<file path="config.mk">
export PLATFORM = sky130hd
export DESIGN_NAME = ac97_pcm_feeder
export DESIGN_NICKNAME = d
export VERILOG_FILES = /design/src/rtl/ac97_pcm_feeder.sv
export SDC_FILE = /design/constraint.sdc
export NUM_CORES = 1
export LEC_CHECK = 0
export ABC_CLOCK_PERIOD_IN_PS = 1800
export CAP_MARGIN = 15
export CORE_UTILIZATION = 55
export DETAILED_ROUTE_END_ITERATION = 8
export GPL_TIMING_DRIVEN = 0
export PLACE_DENSITY = 0.8
export SKIP_CTS_REPAIR_TIMING = 1
export SYNTH_ARGS = -nofsm -noshare
export SYNTH_HDL_FRONTEND = slang
export SYNTH_SLANG_ARGS = --single-unit
</file>
<file path="constraint.sdc">
create_clock -name bitclk -period 1.8 [get_ports bitclk]
set_input_delay 0.54 -clock bitclk [delete_from_list [all_inputs] [get_ports bitclk]]
set_output_delay 0.54 -clock bitclk [all_outputs]
set_load 0.1 [all_outputs]
</file>
<file path="src/rtl/ac97_pcm_feeder.sv">
// AC97 PCM feeder: stereo sample FIFO between an upstream producer and the
// frame serializer. Primes the FIFO before releasing samples, pops one pair
// per frame_req and counts underruns (saturating). Single clock: bitclk.
module ac97_pcm_feeder #(
  parameter int DEPTH       = 16,
  parameter int PRIME_LEVEL = 8
) (
  input  logic                   bitclk,
  input  logic                   reset,
  input  logic                   enable,
  input  logic                   mute,
  input  logic                   wr_valid,
  output logic                   wr_ready,
  input  logic [19:0]            wr_left,
  input  logic [19:0]            wr_right,
  input  logic                   frame_req,
  output logic [19:0]            pcm_left,
  output logic [19:0]            pcm_right,
  output logic                   pcm_valid,
  output logic [$clog2(DEPTH):0] fifo_level,
  output logic [7:0]             underrun_cnt
);

  localparam int AW = $clog2(DEPTH);
  localparam int LW = AW + 1;
  localparam logic [LW-1:0] FULL_LVL  = LW'(DEPTH);
  localparam logic [LW-1:0] PRIME_LVL = LW'(PRIME_LEVEL);

  typedef enum logic [1:0] {S_IDLE, S_PRIME, S_RUN} state_e;

  state_e          state_q, state_d;
  logic [AW-1:0]   wptr_q, wptr_d, rptr_q, rptr_d;
  logic [LW-1:0]   level_q, level_d;
  logic [19:0]     pl_q, pl_d, pr_q, pr_d;
  logic            pv_q, pv_d;
  logic [7:0]      ucnt_q, ucnt_d;
  logic [39:0]     mem_q [DEPTH];
  logic [39:0]     head;
  logic            push, pop;
  logic [1:0]      rst_sync_q;
  logic            rst_n;

  // Reset asserts immediately, releases two bitclk edges later.
  always_ff @(posedge bitclk or negedge reset) begin
    if (!reset) rst_sync_q <= 2'b00;
    else        rst_sync_q <= {rst_sync_q[0], 1'b1};
  end
  assign rst_n = rst_sync_q[1];

  assign head         = mem_q[rptr_q];
  assign wr_ready     = (state_q != S_IDLE) && (level_q < FULL_LVL);
  assign push         = wr_valid && wr_ready;
  assign pcm_left     = pl_q;
  assign pcm_right    = pr_q;
  assign pcm_valid    = pv_q;
  assign fifo_level   = level_q;
  assign underrun_cnt = ucnt_q;

  // Sample storage; contents are only observable through the pointers.
  always_ff @(posedge bitclk) begin
    if (push) mem_q[wptr_q] <= {wr_left, wr_right};
  end

  // Next-state: FSM, pop/underrun handling, pointer and level bookkeeping.
  always_comb begin
    state_d = state_q;
    wptr_d  = wptr_q;
    rptr_d  = rptr_q;
    level_d = level_q;
    pl_d    = pl_q;
    pr_d    = pr_q;
    pv_d    = pv_q;
    ucnt_d  = ucnt_q;
    pop     = 1'b0;
    unique case (state_q)
      S_IDLE: begin
        if (enable) state_d = S_PRIME;
      end
      S_PRIME: begin
        // Frames still go out while priming, just silent and untagged.
        if (frame_req) begin
          pl_d = '0;
          pr_d = '0;
          pv_d = 1'b0;
        end
        if (level_q >= PRIME_LVL) state_d = S_RUN;
      end
      S_RUN: begin
        if (frame_req) begin
          if (level_q != '0) begin
            pop  = 1'b1;
            pl_d = mute ? 20'd0 : head[39:20];
            pr_d = mute ? 20'd0 : head[19:0];
            pv_d = 1'b1;
          end else begin
            pl_d    = '0;
            pr_d    = '0;
            pv_d    = 1'b0;
            state_d = S_PRIME;
            if (ucnt_q != 8'hFF) ucnt_d = ucnt_q + 8'd1;
          end
        end
      end
      default: state_d = S_IDLE;
    endcase
    if (push) wptr_d = wptr_q + AW'(1);
    if (pop)  rptr_d = rptr_q + AW'(1);
    if (push && !pop)      level_d = level_q + LW'(1);
    else if (pop && !push) level_d = level_q - LW'(1);
    // Disable wins over everything: flush and silence, keep the counter.
    if (!enable) begin
      state_d = S_IDLE;
      wptr_d  = '0;
      rptr_d  = '0;
      level_d = '0;
      pl_d    = '0;
      pr_d    = '0;
      pv_d    = 1'b0;
    end
  end

  // State registers, cleared by the synchronised reset.
  always_ff @(posedge bitclk or negedge rst_n) begin
    if (!rst_n) begin
      state_q <= S_IDLE;
      wptr_q  <= '0;
      rptr_q  <= '0;
      level_q <= '0;
      pl_q    <= '0;
      pr_q    <= '0;
      pv_q    <= 1'b0;
      ucnt_q  <= '0;
    end else begin
      state_q <= state_d;
      wptr_q  <= wptr_d;
      rptr_q  <= rptr_d;
      level_q <= level_d;
      pl_q    <= pl_d;
      pr_q    <= pr_d;
      pv_q    <= pv_d;
      ucnt_q  <= ucnt_d;
    end
  end

endmodule
</file>
==> summary.md <==
| Metric | Value |
|---|---|
| Run status | `finished with violations` |
| Failing checks | `setup timing` |
| TritonCTS clock tree | `yes` |
| Setup tns final | `-426.18 ns` |
| Die span in y | `224 um` |
| RSZ-0062 raised after global routing | `true` |
| Total nets after synthesis | `1287` |
| Most instantiated cells after synthesis | `sky130_fd_sc_hd__edfxtp_1 (640), sky130_fd_sc_hd__mux4_2 (160), sky130_fd_sc_hd__dfrtp_1 (66), sky130_fd_sc_hd__nor2_1 (46)` |
| Adder-cell share of the synthesized area | `0.535%` |
| Via count of the first global-routing pass | `14.3k` |
| Max rail drop VDD | `0.721 mV` |
| Synth area leaders | `sky130_fd_sc_hd__edfxtp_1 (71%), sky130_fd_sc_hd__mux4_2 (13%), sky130_fd_sc_hd__dfrtp_1 (6.1%), sky130_fd_sc_hd__mux2_2 (1.7%), sky130_fd_sc_hd__mux2i_1 (1.7%)` |
| Largest net degree at the start of global routing | `43` |
| Worst path setup slack after routing | `-1.15 ns` |
| Number of pins exceeding their max-slew limit in the final report | `0` |
| Clock latency reported for the late side of the worst-skew pair | `0.62 ns` |
| Post-synth top area cell | `sky130_fd_sc_hd__edfxtp_1` |
| Number of hold violations in the final report | `0` |
| Static leakage power | `11.3 nW` |
| Share of the core filled with cells | `69.2%` |
| Top-level I/O count | `101` |
| Setup slack on the worst flop-to-flop path | `-1.15 ns` |
| Arrival time worst endpoint | `3.25 ns` |
| Max-slew headroom at the worst pin | `34.4%` |
| Area fraction in compound gates after synthesis | `2.28%` |
| Number of CTS-inserted buffers | `70` |
| Initial DRC count | `2251` |
| Hold slack | `0.103 ns` |
| Most common cell in the synthesized netlist | `sky130_fd_sc_hd__edfxtp_1` |
| Total core area | `48800 sq um` |
| Simple-gate portion of the synthesized area | `1.91%` |
| Number of non-filler instances in the completed layout | `2264` |
| Maximum operating frequency | `339 MHz` |
| Die Outline Area | `50300 sq um` |
| Mapped cell area | `27100 sq um` |
| Count of cell types in the netlist | `51` |
| Die width | `224 um` |
| Root Driver | `sky130_fd_sc_hd__clkbuf_16` |
| Multiplexer fraction of the synthesized cell area | `16.7%` |
| Maximum fanout along the worst path | `11` |
| Clock tree skew after final layout | `0.0278 ns` |
| Warning count from the yosys run | `0` |
| Post-Synthesis Cells | `1230` |
| Wire per inst | `35.7 um` |
| Synth async-reset ratio | `9.35%` |
| Clk slew on worst S/H paths | `0.07 ns` |
| Crit path required time | `2.10 ns` |
| Combinational family with the most area after synthesis | `multiplexers` |
| Shortest clock period the worst path allows after layout | `2.95 ns` |
| Antenna viol nets, final | `0` |
| Period Utilization, post-route | `164%` |
| Number of placed instances, taps included | `2014` |
| Final GP Congestion | `0.779` |
| Kind of start point of the critical path | `register` |
| Average instance area after synthesis | `22.1 sq um` |
| Number of antenna violations at the first check in global routing | `2` |
| Portion of synthesized cell area occupied by the leading cell type | `70.8%` |
| Via count | `15.3k` |
| Number of storage elements in the synthesis netlist | `706` |
| Endpoint kind of the worst setup timing path | `register` |
| Fraction of final layout cells sized beyond drive strength 1 | `36.3%` |
| Post-Synth XOR/XNOR Area | `0.516%` |
| Aggregate global routing overflow | `0` |
| First-pass GRT wire length | `91.4 mm` |
| Setup violations, final | `729` |
| Max-cap viol count | `0` |
| CTS Sinks | `706` |
| # H-tree levels | `3` |
| Layout net count | `1603` |
| Post-synth EDFFs | `640` |
| Starting utilization of the core area | `55.6%` |
| Placed wire-length estimate | `34.1 mm` |
| Number of placement rows | `81` |
| Clock Tree Buf Depth | `3` |
| Detailed-routing iteration count for the pre-antenna-repair pass | `5` |
| DRC | `0` |
| Power Dens Cells | `1070 nW/um^2` |
| Final routed wirelength across all metal layers | `80.8 mm` |
| Register area share after synthesis | `76.9%` |
| Kind of path behind the tightest hold check | `primary input to async pin` |
| Dominant register cell in the synthesized netlist | `sky130_fd_sc_hd__edfxtp_1` |
| Slew at the pin closest to its max-slew limit | `0.981 ns` |
| GRT Util Overall | `25.5%` |
| Category of the most critical setup path | `register to register` |
| Total of buffers placed on input and output ports | `100` |
| Drt via density | `6.75` |
| P&R area growth vs syn | `24.5%` |
==> state kept, by name, summed over array words and instances, names as in the netlist <==
name / count
pcm_valid: 1
state_q: 2
rst_sync_q: 2
fifo_level: 5
pcm_left: 20
rptr_q: 4
underrun_cnt: 8
pcm_right: 20
wptr_q: 4
mem_q: 640
==> placed cells by master, fill, tap and decap left out, types with 6 or more instances in the layout <==
cell type                         instances
sky130_fd_sc_hd__dlymetal6s2s_1          11
sky130_fd_sc_hd__dfrtp_1                 56
sky130_fd_sc_hd__nor2_1                  42
sky130_fd_sc_hd__inv_1                    8
sky130_fd_sc_hd__clkbuf_2                22
sky130_fd_sc_hd__and2_1                   9
sky130_fd_sc_hd__nand2_1                 11
sky130_fd_sc_hd__clkinv_1                 8
sky130_fd_sc_hd__mux4_2                 160
sky130_fd_sc_hd__nand3_1                  6
sky130_fd_sc_hd__clkdlybuf4s50_1         61
sky130_fd_sc_hd__clkbuf_4                12
sky130_fd_sc_hd__clkinv_2                10
sky130_fd_sc_hd__buf_6                   54
sky130_fd_sc_hd__dfrtp_2                  9
sky130_fd_sc_hd__buf_12                  37
sky130_fd_sc_hd__nor2_4                   6
sky130_fd_sc_hd__a221o_1                 40
sky130_fd_sc_hd__buf_4                   36
sky130_fd_sc_hd__edfxtp_1               640
sky130_fd_sc_hd__and2_4                  36
sky130_fd_sc_hd__xor2_1                   9
sky130_fd_sc_hd__mux2_2                  41
sky130_fd_sc_hd__clkbuf_16               87
sky130_fd_sc_hd__buf_8                   24
sky130_fd_sc_hd__xnor2_1                  7
sky130_fd_sc_hd__mux2i_1                 45
sky130_fd_sc_hd__ha_1                     7
sky130_fd_sc_hd__clkbuf_1                27
==> cell families (layout without fill, tap and decap cells) <==
family                   Yosys count  count (layout)
flip-flops                       706             706
multiplexers                     247             247
AND/OR/NAND/NOR                  105             137
buffers and inverters             78             414
AO/OA/AOI/OAI                     66              66
XOR/XNOR                          16              16
adder cells (fa/ha/maj)           11              11
other                              1               3
==> area by class of cell <==
cell class                 count  area, sq um
fill                        2810        15100
timing repair buffer         220         2850
clock buffer                  98         1940
antenna                        2         5.00
multi-input combinational    478         6480
sequential                   706        20900
tap                          664          831
inverter                       8         30.0
buffer                        62          544
clock inverter                26          231
==> metal layers <==
metal	global-route usage, %	share of wire [%]	wire [um]	vias up
li1	-	-	-	5803
met1	33.8	33	26500	7835
met2	41.8	49	39300	1304
met3	4.38	11	9130	330
met4	11.7	7.1	5770	5
met5	0	0.16	126	-
==> per-stage QoR <==
stage / setup WS, ns / total power, mW / cell area, sq um
final: -1.15 / 36.2 / 33800
after global routing: -1.02 / 37.0 / 33800
after CTS: -1.45 / 35.5 / 31700
after detailed placement: -1.48 / 21.6 / 29600
after global placement: -2.75 / 21.4 / 29200
after floorplan: -1.28 / 20.6 / 27400
==> power by group <==
| part | internal, mW | switching, mW | total [mW] |
|---|---|---|---|
| registers | 18.2 | 0.238 | 18.5 |
| logic | 1.33 | 2.08 | 3.41 |
| clock network | 8.11 | 6.21 | 14.3 |
| total | 27.7 | 8.53 | 36.2 |
==> worst max-delay path, cell delays in order (launching register included) <==
cell and delay, ns:
sky130_fd_sc_hd__dfrtp_1 0.61, sky130_fd_sc_hd__ha_1 0.82, sky130_fd_sc_hd__inv_1 0.28, sky130_fd_sc_hd__nor4_4 0.28, sky130_fd_sc_hd__buf_6 0.25, sky130_fd_sc_hd__buf_8 0.20
sky130_fd_sc_hd__buf_8 0.18
==> path summary, 6_finish.rpt <==
check                                        startpoint                       end  depth (start not counted)
max in group asynchronous       rst_sync_q[1]$_DFF_PN0_  pcm_right[4]$_DFFE_PN0P_                          1
worst min register to register  rst_sync_q[1]$_DFF_PN0_   pcm_left[3]$_DFFE_PN0P_                          0
worst max register to register    wptr_q[0]$_DFFE_PN0P_    mem_q[3][14]$_DFFE_PP_                          6
min in group bitclk             rst_sync_q[0]$_DFF_PN0_   rst_sync_q[1]$_DFF_PN0_                          0
worst max-delay path              wptr_q[0]$_DFFE_PN0P_    mem_q[3][14]$_DFFE_PP_                          6
worst min-delay path                              reset   rst_sync_q[1]$_DFF_PN0_                          1
No activity file was read; power rests on OpenSTA's default activity.
==> RTL edit (same flow settings) <==
Encoding of `state_e`: now one-hot (3 bits for 3 states).
--- a/src/rtl/ac97_pcm_feeder.sv
+++ b/src/rtl/ac97_pcm_feeder.sv
@@ -27,5 +27,5 @@
   localparam logic [LW-1:0] PRIME_LVL = LW'(PRIME_LEVEL);
 
-  typedef enum logic [1:0] {S_IDLE, S_PRIME, S_RUN} state_e;
+  typedef enum logic [2:0] {S_IDLE = 3'b001, S_PRIME = 3'b010, S_RUN = 3'b100} state_e;
 
   state_e          state_q, state_d;
Behaviour: same outputs for any inputs over 10 cycles, from zero or initial values and one cycle with reset low; not proved beyond that.
==> RTL edit against the original RTL <==
  * The run still ends with negative setup slack left
  * Sequential cell count increased by 1
  * Area after synthesis rose by 0.25%
  * Routed wire length is 12% lower
  * Total power increased by 1.9%
  * Non-clock buffer count fell by 48
  * Via count decreased by 4.9%
  * Die area grew 0.25%
  * Final area down 1.8%
  * Worst setup slack better by 420 ps
  * Utilization fell by 1.2 points
  * Worst hold slack better by 0.70 ps
  * Clock power is 10% higher
  * Largest power group unchanged
  * Highest routed layer is now met4
==> RTL edit: results (changes against the original RTL) <==
finalSetupViolCount: 749  # +2.7%
status: "complete, but fails checks"
leakagePower_nw: 11.7  # +3.0%
routed.top_layer: "met4"
min-delay-path-class: "in2async"
place_inst: 2017  # +0.15%
diodes: 0  # -2
synth-async-reset-ratio: 0.0948  # +0.00128
track_usage: 0.253  # -0.00155
synthTopCellsByCount: "edfxtp_1, mux4_2, dfrtp_1"
route.met3.wl_um: 8020  # -12%
drt_iter0_drc: 1975  # -12%
tightest_slew_ps: 1010  # +23.9 ps
setup_tns_ps: -349550  # +76620 ps
wl_per_cell_um: 32.0  # -10%
numCtsBuffers: 71  # +1.4%
drive_above_1_share: 0.331  # -0.0316
cp_top_family: "compound AO/OA/AOI/OAI gates"
fin_worst_skew_ps: 24.6  # -3.24 ps
failed_checks: "negative setup slack"
synth_compound_area_frac: 0.0212  # -0.00162
endpoint: "fifo_level[4]$_DFFE_PN0P_"
synth_seq_area_share: 0.768  # -0.000943
cp.arrival_ps: 3010  # -240 ps
synth_fa_ha_area_frac: 0.00533  # -0.0000133
worst_slack_ps: -737  # +417 ps
synth_xor_area_frac: 0.00575  # +0.000585
grt_max_degree: 49  # +14%
vias_per_cell: 6.56  # -2.8%
crit_start: "fifo_level[3]$_DFFE_PN0P_"
grt.met3_usage: 0.0567  # +0.0129
synth_area_leaders: "edfxtp_1, mux4_2, dfrtp_1"
gp_congestion: 0.808  # +3.8%
synth_flop_cell: "edfxtp_1"
rr_worst_depth: 8  # +2
fin_nets: 1550  # -3.3%
synth_nets: 1292  # +0.39%
met1_length_um: 24700  # -6.9%
antenna_found_initial: 0  # -2
hpwlAfterDp_um: 34100  # about the same
synth.distinct_cells: 54  # +5.9%
hold_ws_ps: 104  # +0.696 ps
synth_mux_area_frac: 0.166  # -0.00106
grt_pass1_vias: 14228  # -0.73%
ir_drop_mv: 0.634  # -12%
grt_pass1_wl_um: 91300  # -0.12%
worstPathMaxFanout: 7  # -4
met2_usage: 0.411  # -0.00699
-- RTL edit: changes by cell type after synthesis, moves of 2 or more --
cell and delta:
nand2_1 +2, o21ai_0 +2, xnor2_1 +8, nand4_1 +2, xor2_1 -8, clkbuf_1 -11
o211ai_1 -2, buf_2 +10, and3_1 +2
-- RTL edit: report_power, final --
part / switching [mW] / internal (mW)
logic: 1.61 / 0.999
registers: 0.169 / 18.3
clock network: 6.34 / 9.48
-- RTL edit: metrics by stage --
step | total power, mW | cell area (um2)
6_report | 36.9 | 33200
5_1_grt | 37.7 | 33200
4_1_cts | 36.6 | 32000
3_5_place_dp | 21.0 | 29600
3_3_place_gp | 20.9 | 29300
2_1_floorplan | 20.2 | 27400
-- RTL edit: layout make-up --
class	count	area, um2	area share
Multi-Input combinational cell	470	6400	0.193
Clock inverter	43	542	0.0163
Timing Repair Buffer	173	2110	0.0634
Tap cell	664	831	0.0250
Clock buffer	88	1950	0.0588
Sequential cell	707	20900	0.630
Inverter	9	33.8	0.00102
Buffer	61	420	0.0127
